`config.mk`:
```
export PLATFORM = sky130hd
export DESIGN_NAME = two_demux_scan_1_to_4
export DESIGN_NICKNAME = d
export VERILOG_FILES = /design/src/rtl/two_demux_scan_1_to_4.sv
export SDC_FILE = /design/constraint.sdc
export NUM_CORES = 1
export LEC_CHECK = 0
export ABC_AREA = 1
export BUFFER_PORTS_ARGS = -buffer_cell sky130_fd_sc_hd__buf_2
export CORE_ASPECT_RATIO = 0.75
export CORE_UTILIZATION = 40
export DETAILED_ROUTE_END_ITERATION = 12
export REMOVE_ABC_BUFFERS = 1
export SLEW_MARGIN = 10
export SYNTH_ARGS = -nofsm -noshare
export SYNTH_HDL_FRONTEND = slang
export SYNTH_SLANG_ARGS = --single-unit
```
`constraint.sdc`:
```
create_clock -name clk -period 1.45 [get_ports clk]
set_input_delay 0.29 -clock clk [delete_from_list [all_inputs] [get_ports clk]]
set_output_delay 0.29 -clock clk [all_outputs]
set_load 0.01 [all_outputs]
```
`src/rtl/two_demux_scan_1_to_4.sv`:
```
`default_nettype none
// ============================================================================
// Module      : two_demux_scan_1_to_4
// Description : Scans a remote dual 4-input mux. Drives select (a1,a0) and
//               active-low strobes, waits a settle period per slot, samples
//               y1/y2 and commits four bits per channel atomically per frame.
//               Optional macro TWO_DEMUX_VOTE_EN: three samples per slot with
//               a 2-of-3 majority vote.
// Revision    : 1.0 - initial release
// ============================================================================
module two_demux_scan_1_to_4 #(
  parameter int SETTLE_CYCLES = 4
) (
  input  logic       clk,
  input  logic       rst,
  input  logic       start,
  input  logic       cont,
  input  logic       y1,
  input  logic       y2,
  output logic       a1,
  output logic       a0,
  output logic       s1_n,
  output logic       s2_n,
  output logic [3:0] q_1,
  output logic [3:0] q_2,
  output logic       busy,
  output logic       frame_done
);

  typedef enum logic [1:0] {
    IDLE   = 2'd0,
    SETTLE = 2'd1,
    SAMPLE = 2'd2
  } state_t;

  localparam logic [7:0] C_RELOAD = 8'(SETTLE_CYCLES - 1);

  state_t     state;
  logic [7:0] cnt;
  logic [1:0] slot;
  logic [3:0] sh_1;
  logic [3:0] sh_2;

  logic       w_bit_1;
  logic       w_bit_2;
  logic       w_last;
  logic [3:0] w_nsh_1;
  logic [3:0] w_nsh_2;

`ifdef TWO_DEMUX_VOTE_EN
  logic [1:0] vcnt;
  logic [1:0] hist_1;
  logic [1:0] hist_2;

  // Majority over the two held samples and the sample at the current edge.
  always_comb begin
    w_last  = (vcnt == 2'd2);
    w_bit_1 = (hist_1[1] & hist_1[0]) | (hist_1[1] & y1) | (hist_1[0] & y1);
    w_bit_2 = (hist_2[1] & hist_2[0]) | (hist_2[1] & y2) | (hist_2[0] & y2);
  end

  // Collect the first two of three samples taken during SAMPLE.
  always_ff @(posedge clk) begin
    if (rst) begin
      vcnt   <= 2'd0;
      hist_1 <= 2'b00;
      hist_2 <= 2'b00;
    end else if (state == SAMPLE) begin
      vcnt   <= w_last ? 2'd0 : vcnt + 2'd1;
      hist_1 <= {hist_1[0], y1};
      hist_2 <= {hist_2[0], y2};
    end else begin
      vcnt <= 2'd0;
    end
  end
`else
  // Single sample: the value at the SAMPLE ending edge is taken directly.
  always_comb begin
    w_last  = 1'b1;
    w_bit_1 = y1;
    w_bit_2 = y2;
  end
`endif

  // Shadow images with the current slot's bit merged in.
  always_comb begin
    w_nsh_1       = sh_1;
    w_nsh_2       = sh_2;
    w_nsh_1[slot] = w_bit_1;
    w_nsh_2[slot] = w_bit_2;
  end

  // Scan sequencer: select/strobe drive, settle timing, sample and commit.
  always_ff @(posedge clk) begin
    if (rst) begin
      state      <= IDLE;
      cnt        <= 8'd0;
      slot       <= 2'd0;
      sh_1       <= 4'b0000;
      sh_2       <= 4'b0000;
      q_1        <= 4'b0000;
      q_2        <= 4'b0000;
      a1         <= 1'b0;
      a0         <= 1'b0;
      s1_n       <= 1'b1;
      s2_n       <= 1'b1;
      busy       <= 1'b0;
      frame_done <= 1'b0;
    end else begin
      frame_done <= 1'b0;
      case (state)
        IDLE: begin
          if (start || cont) begin
            state      <= SETTLE;
            slot       <= 2'd0;
            {a1, a0}   <= 2'b00;
            s1_n       <= 1'b0;
            s2_n       <= 1'b0;
            busy       <= 1'b1;
            cnt        <= C_RELOAD;
          end
        end
        SETTLE: begin
          if (cnt == 8'd0) begin
            state <= SAMPLE;
          end else begin
            cnt <= cnt - 8'd1;
          end
        end
        SAMPLE: begin
          if (w_last) begin
            sh_1 <= w_nsh_1;
            sh_2 <= w_nsh_2;
            cnt  <= C_RELOAD;
            if (slot == 2'd3) begin
              // Whole frame is published in one edge; no partial update.
              q_1        <= w_nsh_1;
              q_2        <= w_nsh_2;
              frame_done <= 1'b1;
              slot       <= 2'd0;
              {a1, a0}   <= 2'b00;
              if (cont) begin
                state <= SETTLE;
              end else begin
                state <= IDLE;
                busy  <= 1'b0;
                s1_n  <= 1'b1;
                s2_n  <= 1'b1;
              end
            end else begin
              slot     <= slot + 2'd1;
              {a1, a0} <= slot + 2'd1;
              state    <= SETTLE;
            end
          end
        end
        default: state <= IDLE;
      endcase
    end
  end

endmodule
`default_nettype wire

```
Word level (Yosys, flattened, before mapping)
Index checks and enable logic that the tools add are counted.
{"block": "word_totals", "reg_bits": 33, "output_inout_bits": 14, "wordCells": 65}
{"block": "classes", "n_addsub": 2, "order_cmp": 2, "eq_ne": 8, "mux": 28, "n_bitwise": 1, "reduce_logical": 12}
{"cell": "$pmux W8 S3", "n": 1}
{"cell": "$mux W8", "n": 2}
{"cell": "$mux W1", "n": 11}
{"cell": "$mux W2", "n": 5}
{"cell": "$ne A2 B2 Y1 const B", "n": 5}
{"cell": "$bwmux W4", "n": 2}
{"cell": "$logic_not A8 Y1", "n": 1}
{"cell": "$pmux W1 S2", "n": 4}
{"cell": "$sub A8 B1 Y8 const B", "n": 1}
{"cell": "$pmux W2 S3", "n": 1}
{"cell": "$reduce_and A2 Y1", "n": 3}
{"cell": "$eq A2 B2 Y1 const B", "n": 2}
{"cell": "$pmux W2 S2", "n": 1}
{"cell": "$reduce_and A4 Y1", "n": 1}
{"cell": "$lt A2 B3 Y1 const B", "n": 1}
{"cell": "$reduce_and A3 Y1", "n": 1}
{"cell": "$reduce_bool A3 Y1", "n": 1}
{"cell": "$add A2 B1 Y2 const B", "n": 1}
{"cell": "$demux W1 S2", "n": 1}
{"cell": "$eq A2 B1 Y1 const B", "n": 1}
{"cell": "$ge A2 B1 Y1 const B", "n": 1}
{"cell": "$logic_not A2 Y1", "n": 1}
{"cell": "$reduce_bool A2 Y1", "n": 1}
{"cell": "$reduce_or A2 Y1", "n": 1}
{"cell": "other kinds (3)", "n": 3}

Logic depth before layout (Yosys ltp)
{"block": "depth", "word_depth": 5, "ltp_mapped": 9, "mapped_depth_nobuf": 9}

Least setup slack after synthesis
OpenSTA, ideal clock, no wires.
{"block": "synth_path", "kind": "flip-flop to flip-flop", "startpoint": "register slot[1]", "endpoint": "register s2_n", "setup_ns": 0.134, "t_arrival_ns": 1.089, "required_time_ns": 1.316, "slack_ns": 0.226, "stages_incl_launch_ff": 7, "path_buffers": 0, "period_less_slack_ns": 1.224, "cell_sequence": "dfxtp_1 ha_1 inv_1 o21ai_0 nand2_1 nand2_1 o211ai_1"}
{"block": "synth_via", "elab_chain_cells": 3}
{"element": "start: declaration", "line": "40", "rtl": "logic [1:0] slot;"}
{"element": "start signal: assignment", "line": "151", "rtl": "slot <= slot + 2'd1;"}
{"element": "$eq A2 B2 Y1", "line": "135", "rtl": "if (slot == 2'd3) begin"}
{"element": "$ne A2 B2 Y1 (no line)"}
{"element": "$reduce_and A4 Y1 (no line)"}
{"element": "end signal: assignment", "line": "106", "rtl": "s2_n <= 1'b1;"}
{"element": "end signal: assignment", "line": "118", "rtl": "s2_n <= 1'b0;"}
{"element": "end signal: assignment", "line": "148", "rtl": "s2_n <= 1'b1;"}
{"element": "end: declaration", "line": "23", "rtl": "output logic s2_n,"}
No other way between the ends.
A chain may end at the register's enable or synchronous reset.

Worst setup path in the final report
{"block": "layout_path", "startpoint": "register slot[1]", "endpoint": "register q_2[1]"}
{"block": "layout_via", "elab_chain_cells": 5}
{"element": "$lt A2 B3 Y1 (implied by the code) / $ge A2 B1 Y1 (equally long branches)", "line": "90", "rtl": "w_nsh_2[slot] = w_bit_2;"}
{"element": "$logic_and A1 B1 Y1 (implied by the code)", "line": "90"}
{"element": "$mux W1 (implied by the code)", "line": "90"}
{"element": "$demux W1 S2", "line": "90"}
{"element": "$bwmux W4", "line": "90"}
{"element": "end signal: assignment", "line": "138", "rtl": "q_2 <= w_nsh_2;"}
{"element": "end: declaration", "line": "25", "rtl": "output logic [3:0] q_2,"}
Parallel ways exist; a longest one is shown, timed or not.

==> metrics.txt <==
# TYPE chip_impl_metric gauge
chip_impl_metric{name="post_layout_utilization_of_the_core",unit=""} 0.516
chip_impl_metric{name="post_layout_minimum_cycle_time",unit="ps"} 1290
chip_impl_metric{name="worst_skew_pair.late_latency",unit="ps"} 280
chip_impl_metric{name="synthDistinctLibCells",unit=""} 21
chip_impl_metric{name="area_taken_by_multi_input_logic_gates",unit="um^2"} 653
chip_impl_metric{name="comb_power_share",unit=""} 0.271
chip_impl_metric{name="synth.yosys.seq_area_share",unit=""} 0.433
chip_impl_metric{name="worst_voltage_drop_across_the_vdd_grid",unit="mV"} 0.674
chip_impl_metric{name="internal_power_summed_over_all_cells",unit="uW"} 1520
chip_impl_info{name="cts.root.buffer_cell",value="clkbuf_8"} 1
chip_impl_info{name="worst_hold_end",value="cnt[3]"} 1
chip_impl_metric{name="crit_fanout",unit=""} 5
chip_impl_metric{name="maxSlewViolCount",unit=""} 0
chip_impl_metric{name="die-height",unit="um"} 52.1
chip_impl_metric{name="num_antenna_cells",unit=""} 0
chip_impl_metric{name="net_count_of_the_finished_layout",unit=""} 220
chip_impl_metric{name="syn_inst",unit=""} 186
chip_impl_metric{name="detailedRoute.firstIterationViolations",unit=""} 84
chip_impl_metric{name="clock_power_share",unit=""} 0.322
chip_impl_metric{name="r2r_cells",unit=""} 4
chip_impl_metric{name="post_synthesis_instance_area",unit="mm^2"} 0.00134
chip_impl_metric{name="placement.io_buffers",unit=""} 19
chip_impl_metric{name="cts.sink_count",unit=""} 29
chip_impl_info{name="synth.cells.most_frequent",value="34 x nand2_1, 29 x dfxtp_1, 23 x nand3_1, 22 x nor2_1, 22 x o21ai_0"} 1
chip_impl_metric{name="core_area",unit="mm^2"} 0.00306
chip_impl_metric{name="finalClockSkew",unit="ps"} 5.88
chip_impl_metric{name="timing.final.crit_share",unit=""} 0.887
chip_impl_metric{name="synth_largest_type_area_fraction",unit=""} 0.433
chip_impl_metric{name="share_seq_of_total_power",unit=""} 0.407
chip_impl_metric{name="synthesis.yosys.warnings",unit=""} 0
chip_impl_metric{name="max_cap_violations",unit=""} 0
chip_impl_metric{name="vias",unit=""} 1207
chip_impl_metric{name="switching_share",unit=""} 0.339
chip_impl_metric{name="clk_pin_slew",unit="ps"} 60
chip_impl_metric{name="die_outline_area",unit="mm^2"} 0.00359
chip_impl_info{name="timing.setup.critical_path_class",value="reg2reg"} 1
chip_impl_metric{name="net-switching-power",unit="uW"} 780
chip_impl_info{name="synth_top_flop_cell",value="dfxtp_1"} 1
chip_impl_metric{name="post-dp-hpwl",unit="mm"} 2.14
chip_impl_metric{name="detail_route.wl_per_cell",unit="um"} 11.8
chip_impl_metric{name="routed_via_density",unit=""} 4.89
chip_impl_metric{name="p_per_area",unit="mW/mm^2"} 1460
chip_impl_info{name="hp-class",value="in2reg"} 1
chip_impl_metric{name="ys_ff_latch",unit=""} 29
chip_impl_metric{name="grt_first_pass_wirelength",unit="mm"} 4.84
chip_impl_metric{name="synth_edf_count",unit=""} 0
chip_impl_metric{name="fillCellCount",unit=""} 297
chip_impl_metric{name="leakage_power",unit="uW"} 0.000749
chip_impl_metric{name="post-place-cells",unit=""} 239
chip_impl_metric{name="drt_pass1_iterations",unit=""} 5
chip_impl_metric{name="totalWireLength",unit="mm"} 2.92
chip_impl_info{name="synth.area.top_cells",value="dfxtp_1 43%, nand2_1 9.5%, nand3_1 8.6%"} 1
chip_impl_metric{name="report.final.setup_viol",unit=""} 0
chip_impl_metric{name="ioPinCount",unit=""} 20
chip_impl_metric{name="finish.cell_count_without_fillers",unit=""} 247
chip_impl_metric{name="clock_tree.htree_level_count",unit=""} 2
chip_impl_metric{name="grt_antenna_before_repair",unit=""} 0
chip_impl_info{name="synth.most_common_cell",value="nand2_1"} 1
chip_impl_info{name="outcome",value="finished clean"} 1
chip_impl_info{name="tritoncts",value="yes"} 1
chip_impl_metric{name="cts_inserted_buffers",unit=""} 5
chip_impl_metric{name="drive_above_1_share",unit=""} 0.215
chip_impl_metric{name="hold_buffers",unit=""} 0
chip_impl_metric{name="die_width",unit="um"} 68.8
chip_impl_metric{name="detail_route.drc_violations",unit=""} 0
chip_impl_metric{name="maximum_frequency_from_static_timing_analysis",unit="MHz"} 778
chip_impl_metric{name="areaGrowthSynthToFinish",unit="%"} 17.8
chip_impl_metric{name="grt.overflow.total",unit=""} 0
chip_impl_metric{name="grt_start_max_net_pins",unit=""} 19
chip_impl_metric{name="track_usage",unit=""} 0.189
chip_impl_metric{name="async_reset_ff_frac",unit=""} 0
chip_impl_metric{name="max-clock-path-buffers",unit=""} 2
chip_impl_metric{name="detail-route-antenna-nets",unit=""} 0
chip_impl_info{name="launching_point_of_the_worst_reg2reg_path",value="slot[1]"} 1
chip_impl_metric{name="grt_pass1_vias",unit=""} 1086
chip_impl_metric{name="std_cell_rows",unit=""} 17
chip_impl_metric{name="worst_slew_margin_relative_to_its_limit",unit=""} 0.805
chip_impl_info{name="hp-start",value="rst"} 1
chip_impl_metric{name="area.sequential",unit="um^2"} 581
chip_impl_metric{name="initial_utilization",unit=""} 0.437
chip_impl_info{name="netlist.top_cell.by_area",value="dfxtp_1"} 1
chip_impl_metric{name="hold_viol_final",unit=""} 0
chip_impl_metric{name="post_synth.cell_area_avg",unit="um^2"} 7.20
chip_impl_info{name="startpoint_type",value="flip-flop"} 1
chip_impl_info{name="critPathCaptureType",value="flip-flop"} 1
chip_impl_metric{name="data_arrival_time_of_the_critical_path",unit="ps"} 1430
chip_impl_metric{name="worstPathRequired",unit="ps"} 1590
chip_impl_metric{name="gp_congestion",unit=""} 0.814
chip_impl_metric{name="hold_depth",unit=""} 2
chip_impl_metric{name="worstMarginPinSlew",unit="ps"} 292
chip_impl_metric{name="r2r_slack",unit="ps"} 160
chip_impl_info{name="end_of_the_worst_register_to_register_path",value="q_2[1]"} 1
[layout by cell type (no fill, tap or decap)]
cell / netlist / final
nand2_1: 34 / 33
buf_2: 3 / 19
clkinv_2: 0 / 1
nand4_1: 1 / 1
nor2_4: 1 / 1
nand3_2: 1 / 2
nor2_1: 22 / 21
o21ai_1: 0 / 2
a31oi_1: 1 / 1
ha_1: 6 / 6
buf_4: 1 / 2
o21ai_0: 22 / 20
inv_2: 5 / 7
dfxtp_1: 29 / 29
nand2_2: 2 / 3
o211ai_1: 1 / 1
inv_1: 18 / 16
xor2_1: 1 / 1
a21oi_1: 11 / 11
nor2_2: 1 / 2
clkbuf_8: 0 / 7
nand3_1: 23 / 22
o21ai_2: 1 / 1
[cell families after synthesis]
family	after synthesis	share of synthesized area
and+or+nand+nor	85	0.277
adders and majority gates	6	0.0560
DFF	29	0.433
AOI/OAI and AO/OA	36	0.140
xor gates and xnor gates	1	0.00654
buffers and inverters	29	0.0868
[sequential cells by signal, indices dropped and copies added (netlist names)]
signal,flops
sh_1,3
frame_done,1
busy,1
cnt,8
q_1,4
slot,2
state,2
s2_n,1
sh_2,3
q_2,4
[layer usage]
metal / vias to the layer above / share of wire / track usage
li1: 645 / - / -
met3: 7 / 0.060 / 0.0658
met2: 29 / 0.39 / 0.261
met5: - / 0 / 0
met4: 0 / 0.016 / 0.0850
met1: 526 / 0.53 / 0.259
[worst max-delay path, stage by stage (launching register included)]
cell and delay [ps]:
dfxtp_1 410, inv_1 90, ha_1 240, o21ai_0 240
o21ai_0 170
[final cells by class]
type,instances,share of cell area
multi-input combinational,128,0.414
sequential,29,0.368
clock inverter,1,0.00317
timing repair buffer,21,0.0697
clock buffer,7,0.0610
tap,38,0.0301
inverter,23,0.0547
[timing repair]
item | in CTS | in global routing
endpoints found under the hold margin | 0 | 0
resized for setup | 0 | 7
buffers inserted | 0 | 0
setup endpoints to repair | 0 | 8
[worst max path at each step]
stage,endpoint,slack [ps],start
global placement,s2_n,150,slot[1]
finish,q_2[1],160,slot[1]
CTS,cnt[0],110,cnt[0]
floorplan,s2_n,220,slot[1]
detailed placement,cnt[0],120,cnt[0]
global route,cnt[0],-10,cnt[0]
[power groups by stage]
stage               Sequential, uW  Combinational (uW)  Clock (uW)
finish                         937                 624         740
global route                   947                 728         795
CTS                            933                 609         752
detailed placement             948                 608           0
global placement               949                 593           0
floorplan                      948                 463           0
[metrics by stage]
stage / cell area, um^2 / setup slack [ps] / setup TNS (ps) / hold WS [ps] / total power [uW]
after floorplan: 1310 / 218 / 0 / 359 / 1410
after global placement: 1470 / 147 / 0 / 452 / 1540
after detailed placement: 1470 / 116 / 0 / 460 / 1560
after CTS: 1570 / 107 / 0 / 281 / 2290
after global routing: 1580 / -12.6 / -12.6 / 293 / 2470
final: 1580 / 164 / 0 / 285 / 2300
No activity file was read; power rests on OpenSTA's default activity.
